===== config.mk =====
export PLATFORM = sky130hd
export DESIGN_NAME = vga_timing_gen
export DESIGN_NICKNAME = d
export VERILOG_FILES = /design/src/rtl/vga_timing_pkg.sv /design/src/rtl/sync_axis_counter.sv /design/src/rtl/vga_timing_gen.sv
export SDC_FILE = /design/constraint.sdc
export NUM_CORES = 1
export LEC_CHECK = 0
export ABC_AREA = 0
export ABC_CLOCK_PERIOD_IN_PS = 1800
export BUFFER_PORTS_ARGS = -buffer_cell sky130_fd_sc_hd__buf_4
export CORE_ASPECT_RATIO = 1.2
export CORE_MARGIN = 4
export CORE_UTILIZATION = 50
export DETAILED_ROUTE_END_ITERATION = 10
export PLACE_DENSITY_LB_ADDON = 0.25
export SLEW_MARGIN = 20
export SYNTH_ARGS = -nofsm -noshare
export SYNTH_HDL_FRONTEND = slang
export SYNTH_SLANG_ARGS = --single-unit

===== constraint.sdc =====
create_clock -name clk -period 1.8 [get_ports clk]
set_clock_uncertainty 0.1 [all_clocks]
set_input_delay 0.18 -clock clk [delete_from_list [all_inputs] [get_ports clk]]
set_output_delay 0.18 -clock clk [all_outputs]
set_load 0.01 [all_outputs]

===== src/rtl/vga_timing_pkg.sv =====
// Shared timing constants, phase encoding and derived-total helper for the video timing path.
package vga_timing_pkg;

   localparam int unsigned DEF_HDISP  = 800;
   localparam int unsigned DEF_HFP    = 40;
   localparam int unsigned DEF_HPULSE = 48;
   localparam int unsigned DEF_HBP    = 40;
   localparam int unsigned DEF_VDISP  = 480;
   localparam int unsigned DEF_VFP    = 13;
   localparam int unsigned DEF_VPULSE = 3;
   localparam int unsigned DEF_VBP    = 29;

   typedef enum logic [1:0] {ACTIVE, FRONT, SYNC, BACK} phase_t;

   function automatic int unsigned axis_total(input int unsigned disp, input int unsigned fp,
                                              input int unsigned pulse, input int unsigned bp);
      return disp + fp + pulse + bp;
   endfunction

   function automatic int unsigned htotal();
      return axis_total(DEF_HDISP, DEF_HFP, DEF_HPULSE, DEF_HBP);
   endfunction

   function automatic int unsigned vtotal();
      return axis_total(DEF_VDISP, DEF_VFP, DEF_VPULSE, DEF_VBP);
   endfunction

endpackage


===== src/rtl/sync_axis_counter.sv =====
// One timing axis: wrapping position counter plus decoded phase; used for both H and V.
module sync_axis_counter
   import vga_timing_pkg::*;
#(
   parameter int unsigned DISP  = DEF_HDISP,
   parameter int unsigned FP    = DEF_HFP,
   parameter int unsigned PULSE = DEF_HPULSE,
   parameter int unsigned BP    = DEF_HBP,
   localparam int unsigned TOTAL = axis_total(DISP, FP, PULSE, BP),
   localparam int unsigned W     = $clog2(TOTAL)
) (
   input  logic         clk,
   input  logic         nrst,
   input  logic         clear,
   input  logic         inc,
   output logic [W-1:0] cnt,
   output phase_t       phase,
   output logic         wrap
);

   logic [W-1:0] cnt_q, cnt_d;

   assign wrap = inc && (cnt_q == W'(TOTAL - 1));

   always_comb begin
      cnt_d = cnt_q;
      if (clear) begin
         cnt_d = '0;
      end else if (wrap) begin
         cnt_d = '0;
      end else if (inc) begin
         cnt_d = cnt_q + W'(1);
      end
   end

   always_ff @(posedge clk or negedge nrst) begin
      if (!nrst) begin
         cnt_q <= '0;
      end else begin
         cnt_q <= cnt_d;
      end
   end

   always_comb begin
      if (cnt_q < W'(DISP)) begin
         phase = ACTIVE;
      end else if (cnt_q < W'(DISP + FP)) begin
         phase = FRONT;
      end else if (cnt_q < W'(DISP + FP + PULSE)) begin
         phase = SYNC;
      end else begin
         phase = BACK;
      end
   end

   assign cnt = cnt_q;

endmodule


===== src/rtl/vga_timing_gen.sv =====
// Video timing generator: H/V axis counters with registered sync, blank, coordinate and pulse outputs.
module vga_timing_gen
   import vga_timing_pkg::*;
#(
   parameter int unsigned HDISP  = DEF_HDISP,
   parameter int unsigned HFP    = DEF_HFP,
   parameter int unsigned HPULSE = DEF_HPULSE,
   parameter int unsigned HBP    = DEF_HBP,
   parameter int unsigned VDISP  = DEF_VDISP,
   parameter int unsigned VFP    = DEF_VFP,
   parameter int unsigned VPULSE = DEF_VPULSE,
   parameter int unsigned VBP    = DEF_VBP,
   localparam int unsigned XW = $clog2(HDISP),
   localparam int unsigned YW = $clog2(VDISP),
   localparam int unsigned HW = $clog2(axis_total(HDISP, HFP, HPULSE, HBP)),
   localparam int unsigned VW = $clog2(axis_total(VDISP, VFP, VPULSE, VBP))
) (
   input  logic          clk,
   input  logic          nrst,
   input  logic          en,
   output logic          vga_HS,
   output logic          vga_VS,
   output logic          vga_BLANK,
   output logic [XW-1:0] pix_x,
   output logic [YW-1:0] pix_y,
   output logic          pix_valid,
   output logic          line_start,
   output logic          frame_start
);

   logic [HW-1:0] h_cnt;
   logic [VW-1:0] v_cnt;
   phase_t        h_phase, v_phase;
   logic          h_wrap, v_wrap_unused;

   sync_axis_counter #(
      .DISP (HDISP),
      .FP   (HFP),
      .PULSE(HPULSE),
      .BP   (HBP)
   ) u_h_axis (
      .clk  (clk),
      .nrst (nrst),
      .clear(~en),
      .inc  (en),
      .cnt  (h_cnt),
      .phase(h_phase),
      .wrap (h_wrap)
   );

   sync_axis_counter #(
      .DISP (VDISP),
      .FP   (VFP),
      .PULSE(VPULSE),
      .BP   (VBP)
   ) u_v_axis (
      .clk  (clk),
      .nrst (nrst),
      .clear(~en),
      .inc  (h_wrap),
      .cnt  (v_cnt),
      .phase(v_phase),
      .wrap (v_wrap_unused)
   );

   logic          hs_q, hs_d, vs_q, vs_d, valid_q, valid_d;
   logic          ls_q, ls_d, fs_q, fs_d;
   logic [XW-1:0] x_q, x_d;
   logic [YW-1:0] y_q, y_d;

   // With en low every output takes its reset value, so a restart never shows a partial frame.
   always_comb begin
      hs_d    = 1'b1;
      vs_d    = 1'b1;
      valid_d = 1'b0;
      x_d     = '0;
      y_d     = '0;
      ls_d    = 1'b0;
      fs_d    = 1'b0;
      if (en) begin
         hs_d    = (h_phase != SYNC);
         vs_d    = (v_phase != SYNC);
         valid_d = (h_phase == ACTIVE) && (v_phase == ACTIVE);
         if (valid_d) begin
            x_d = h_cnt[XW-1:0];
            y_d = v_cnt[YW-1:0];
         end
         ls_d = (h_cnt == '0) && (v_phase == ACTIVE);
         fs_d = (h_cnt == '0) && (v_cnt == '0);
      end
   end

   always_ff @(posedge clk or negedge nrst) begin
      if (!nrst) begin
         hs_q    <= 1'b1;
         vs_q    <= 1'b1;
         valid_q <= 1'b0;
         x_q     <= '0;
         y_q     <= '0;
         ls_q    <= 1'b0;
         fs_q    <= 1'b0;
      end else begin
         hs_q    <= hs_d;
         vs_q    <= vs_d;
         valid_q <= valid_d;
         x_q     <= x_d;
         y_q     <= y_d;
         ls_q    <= ls_d;
         fs_q    <= fs_d;
      end
   end

   assign vga_HS      = hs_q;
   assign vga_VS      = vs_q;
   assign vga_BLANK   = valid_q;
   assign pix_valid   = valid_q;
   assign pix_x       = x_q;
   assign pix_y       = y_q;
   assign line_start  = ls_q;
   assign frame_start = fs_q;

endmodule


======== Word level (Yosys, flattened, before mapping) ========
Index checks and enable logic that the tools add are counted.
cells by class
  $add $sub $neg .......................... 2
  magnitude comparators ................... 6
  equal/unequal tests ..................... 5
  multiplexer cells ....................... 20
  reductions and logical operators ........ 9
operators by type and width
  kind                                                          count
  2-to-1 mux 10 bit                                             7
  less-than comparator 10 bit (second input constant)           3
  less-than comparator 10 x 9 -> 1 bit (second input constant)  3
  adder 10 x 1 -> 10 bit (second input constant)                2
  == test 10 bit (second input constant)                        2
  zero test 10 bit                                              2
  2-to-1 mux 9 bit                                              2
  2-to-1 mux 2 bit                                              4
  2-to-1 mux 1 bit                                              7
  logical AND 1 bit                                             5
  zero test 2 bit                                               2
  != test 2 bit (second input constant)                         2
  != test 3 x 1 -> 1 bit (second input constant)                1
storage, ports and cells
  flip-flop bits (word level) ............. 44
  input bits .............................. 3
  output and inout port bits .............. 25
  word-level logic and storage cells ...... 51

======== Depth between registers and ports, before layout ========
  depth in word-level cells ............... 8
  gate-level depth with buffers ........... 6
  mapped depth without buffers ............ 5

======== Hierarchy ========
A second synthesis with hierarchy kept.
unflattened totals
  cell total of the unflattened synthesis .. 193
  area, all modules ....................... 2,062.0 µm²
by module, submodules not included
  module                         times used  cells an instance  area each (µm²)  seq. area each (µm²)
  vga_timing_gen                 1           61                 845.8            603.1
  sync_axis_counter at u_v_axis  1           66                 615.6            250.2
  sync_axis_counter at u_h_axis  1           66                 600.6            250.2

======== Worst setup path after synthesis ========
Ideal clock, no wire load.
  path type ............................... register to register
  from .................................... register u_h_axis.cnt_q[0] (netlist: u_h_axis.cnt[0])
  to ...................................... register u_v_axis.cnt_q[5] (netlist: u_v_axis.cnt[5])
  setup time .............................. 127 ps
  arrival time ............................ 1,508 ps
  data required time ...................... 1,573 ps
  slack ................................... 65 ps
  cell stages (with the launch flop) ...... 6
  buffers on the path ..................... 1
  period minus slack after synthesis ...... 1,735 ps
  path through ............................ dfrtp_1 ha_1 nand3_4 o41ai_4 buf_6 o22ai_1
between the ends
  cells in the longest elaborated chain, start to end .. 5
  elaborated cells on any way between the ends .. 6
  classes of those cells .................. eq/ne: 2; mux: 2; reduce/logical: 2
RTL lines
  element                   line                     RTL
  start: declaration        sync_axis_counter.sv:21  logic [W-1:0] cnt_q, cnt_d;
  start signal: assignment  sync_axis_counter.sv:40  cnt_q <= cnt_d;
  == test 10 bit (*)        sync_axis_counter.sv:23  assign wrap = inc && (cnt_q == W'(TOTAL - 1));
  logical AND 1 bit (*)     sync_axis_counter.sv:23
  logical AND 1 bit         sync_axis_counter.sv:23
  2-to-1 mux 10 bit         sync_axis_counter.sv:29  end else if (wrap) begin
  2-to-1 mux 10 bit         sync_axis_counter.sv:27  if (clear) begin
  end signal: assignment    sync_axis_counter.sv:40
  end: declaration          sync_axis_counter.sv:21
Mark *: on every way between the ends. The rest lies on a longest branch, timed or not.
A chain may end at the register's enable or synchronous reset.

======== Worst setup path after layout ========
  from .................................... register u_v_axis.cnt_q[1] (netlist: u_v_axis.cnt[1])
  to ...................................... register u_v_axis.cnt_q[8] (netlist: u_v_axis.cnt[8])
between the ends
  cells in the longest elaborated chain, start to end .. 4
  elaborated cells on any way between the ends .. 7
  classes of those cells .................. add/sub: 1; eq/ne: 2; mux: 3; reduce/logical: 1
RTL lines
  element                                                          line
  adder 10 x 1 -> 10 bit / == test 10 bit (equally long branches)  sync_axis_counter.sv:32, sync_axis_counter.sv:23
  2-to-1 mux 10 bit / logical AND 1 bit (equally long branches)    sync_axis_counter.sv:31, sync_axis_counter.sv:23
  2-to-1 mux 10 bit                                                sync_axis_counter.sv:29
  2-to-1 mux 10 bit                                                sync_axis_counter.sv:27
Several ways; a longest one is shown, not always the timed one. The select of a mux whose other input is x is not followed.

==> qor.yml <==
run_status:
  status: "finished clean"
clocking:
  cts_setup_buffers: 0
  cts_buffer_depth: 2
  cts.clk_slew.worst_paths_ns: 0.09
  h-tree-depth: 2
  clock_latency_ns: 0.30
  cts_made_buffers: 5
  root_buffer: "clkbuf_8"
  clkSinkCount: 44
  cts_tree: "built"
timing:
  hold_viol: 0
  clock.fmax_ghz: 0.604
  post-route-period-util_pct: 92.0
  grt_setup_unrepaired: "false"
  setup_viol: 0
  hold_slack_ns: 0.0574
  maxSlewViolCount: 0
  period_minus_slack_ns: 1.66
  fin_tns_setup_ns: 0
  slew_headroom_pct: 65.7
  worstMarginPinSlew_ns: 0.514
synth:
  yosys_register_bits: 44
  netlist_area_mm2: 0.00197
  ys_seq_area_share_pct: 56.1
  async_reset_ff_share_pct: 100
  ys_types: 39
  synth_fp_nets: 190
  synthFlopType: "dfrtp_1"
  ys_top_cells_by_area: "dfrtp_1 53%, nand3_1 3.8%, and2_1 3.5%"
  avgSynthCellArea_um2: 10.8
  synth_cells: 182
  synth_edf_count: 0
  synth_warnings: 0
  netlist.area_leader.share_pct: 53.5
  yosysTopAreaCell: "dfrtp_1"
floorplanning:
  design.die.area_mm2: 0.00500
  rows: 24
  io_pins: 28
  start_util_pct: 52.8
  die_y_um: 76.7
  core-area_mm2: 0.00372
  die_w_um: 65.2
worst_setup_path:
  slowest_stage: "dfrtp_1"
  max_stage_delay_ns: 0.43
  cp-start-kind: "flip-flop"
  cp_data_arrival_time_ns: 1.74
  critPathMaxFanout: 5
  cp_cell_sequence: "ha_1, nand3_1, nor4_1, xnor2_1, o22ai_1"
  crit_type: "reg -> reg"
  endpoint_kind: "flip-flop"
  worst_ep_required_time_ns: 1.89
  worstRegToRegCells: 5
  r2r_slack_ns: 0.14
grt:
  met2_usage_pct: 26.5
  grt_usage_pct: 17.1
  grt_max_degree: 45
  overflow: 0
  gr-usage-met1_pct: 22.8
  grt_most_used_layer: "met2"
  antenna_found_initial: 0
  grt_pass1_vias: 1424
  grt_first_pass_wirelength_mm: 6.68
  grtUsageMet3_pct: 3.65
drt:
  postRouteWirelength_mm: 4.03
  ant_nets: 0
  drc: 0
  firstDrtPassIters: 4
  wl_per_cell_um: 14.6
  vias: 1505
  drtIter0Drc: 115
  vias_per_cell: 5.47
finish:
  layout-drive-gt1-share_pct: 27.4
  final_area_mm2: 0.00242
  finalNonFillerCells: 275
  nets: 230
  area_growth_pct: 23.2
  n_antenna_cell: 0
  fin_util_pct: 65.1
placed_design:
  hpwl_mm: 2.79
  portBuffers: 27
  placed_cells: 265
  gp_congestion: 0.889
  place_area_mm2: 0.00226
worst_hold_path:
  min_path_type: "in -> reg"
  holdPathStages: 2
pwr:
  p_leak_nw: 1.12
  irDropWorstVdd_v: 0.000424
  p_per_area_mw_per_mm2: 775
flow_run:
  drv_cap: 0
[placed cells by master (no fill, tap or decap), types with 6 or more instances in the layout]
| cell type | n |
|---|---|
| dfrtp_1 | 42 |
| buf_4 | 38 |
| nand3_1 | 15 |
| nor3_1 | 13 |
| and2_1 | 11 |
| inv_1 | 10 |
| nor2_1 | 9 |
| nand2_1 | 8 |
| o21ai_0 | 6 |
| a21oi_1 | 6 |
| a31oi_1 | 6 |
[area by class of cell]
cell class / count / area, um2
fillers: 314 / 1300
flip-flops and latches: 44 / 1100
multi-input cells: 120 / 790
repair buffers: 41 / 312
clock buffers: 5 / 68.8
well taps: 52 / 65.1
clock inverters: 3 / 46.3
inverters: 10 / 37.5
[through the flow]
| step | power, W | worst slack [ns] |
|---|---|---|
| floorplan | 0.00107 | 0.0649 |
| global placement | 0.00113 | 0.126 |
| detailed placement | 0.00113 | -0.00620 |
| CTS | 0.00189 | 0.0187 |
| global route | 0.00196 | 0.0520 |
| finish | 0.00188 | 0.143 |
[power breakdown]
| part | leakage (nW) | internal [W] | switching (W) |
|---|---|---|---|
| sequential | 0.600 | 0.00100 | 0.00000946 |
| combinational | 0.464 | 0.0000400 | 0.0000586 |
| clock | 0.0548 | 0.000418 | 0.000349 |
| total | 1.12 | 0.00146 | 0.000417 |
[state kept, by name, summed over array words and instances, names as in the netlist]
register,count
vga_HS,1
u_v_axis.cnt,10
pix_valid,1
line_start,1
u_h_axis.cnt,10
pix_x,10
frame_start,1
pix_y,9
vga_VS,1
[worst max-delay path: cells and delay by family, from the launching register on]
family / cells / cell delay (ns)
simple gates: 2 / 0.54
flops: 1 / 0.43
fa+ha+maj: 1 / 0.23
xor+xnor: 1 / 0.17
compound gates: 1 / 0.09
[Yosys cell counts (2+ instances only)]
master,instances
dfstp_2,2
a31oi_1,6
xor2_1,2
or3_1,5
and2_1,11
dfrtp_1,42
nand4_1,5
nor4_1,4
xnor2_1,4
nand2_1,9
nor3_1,13
buf_4,2
nor2_1,9
nor2b_1,2
o221ai_1,2
inv_1,10
ha_1,5
a21oi_1,6
o22ai_1,2
nand3_1,15
and3_1,2
buf_6,2
o21ai_0,6
[kinds of logic (layout without fill, tap and decap cells)]
kind of cell / Yosys count / after routing / synth area share (%)
xor+xnor: 6 / 6 / 2.67
simple gates: 84 / 84 / 24.4
compound gates: 25 / 25 / 8.72
buf+inv: 18 / 59 / 4.90
fa+ha+maj: 5 / 5 / 3.18
flops: 44 / 44 / 56.1
[path summary, 6_finish.rpt]
kind,end,startpoint
worst max register to register,u_v_axis.cnt[8],u_v_axis.cnt[1]
max in group asynchronous,vga_HS,nrst
worst max-delay path,u_v_axis.cnt[8],u_v_axis.cnt[1]
worst min register to register,u_h_axis.cnt[0],u_h_axis.cnt[0]
worst min-delay path,u_h_axis.cnt[4],en
min in group asynchronous,u_h_axis.cnt[4],nrst
[routing by layer]
layer,routed length [um],vias to the layer above
met2,1970,63
met3,307,11
met4,81,0
met1,1660,714
met5,0,-
li1,-,717
[what timing repair did]
| action | in CTS | in global routing |
|---|---|---|
| setup endpoints to repair | 1 | 6 |
| cloned | 0 | 1 |
| pin swaps | 0 | 1 |
| hold buffers | 1 | 0 |
| endpoints found under the hold margin | 42 | 0 |
| gates resized for setup | 2 | 4 |
Power figures use the tool's default switching activity.
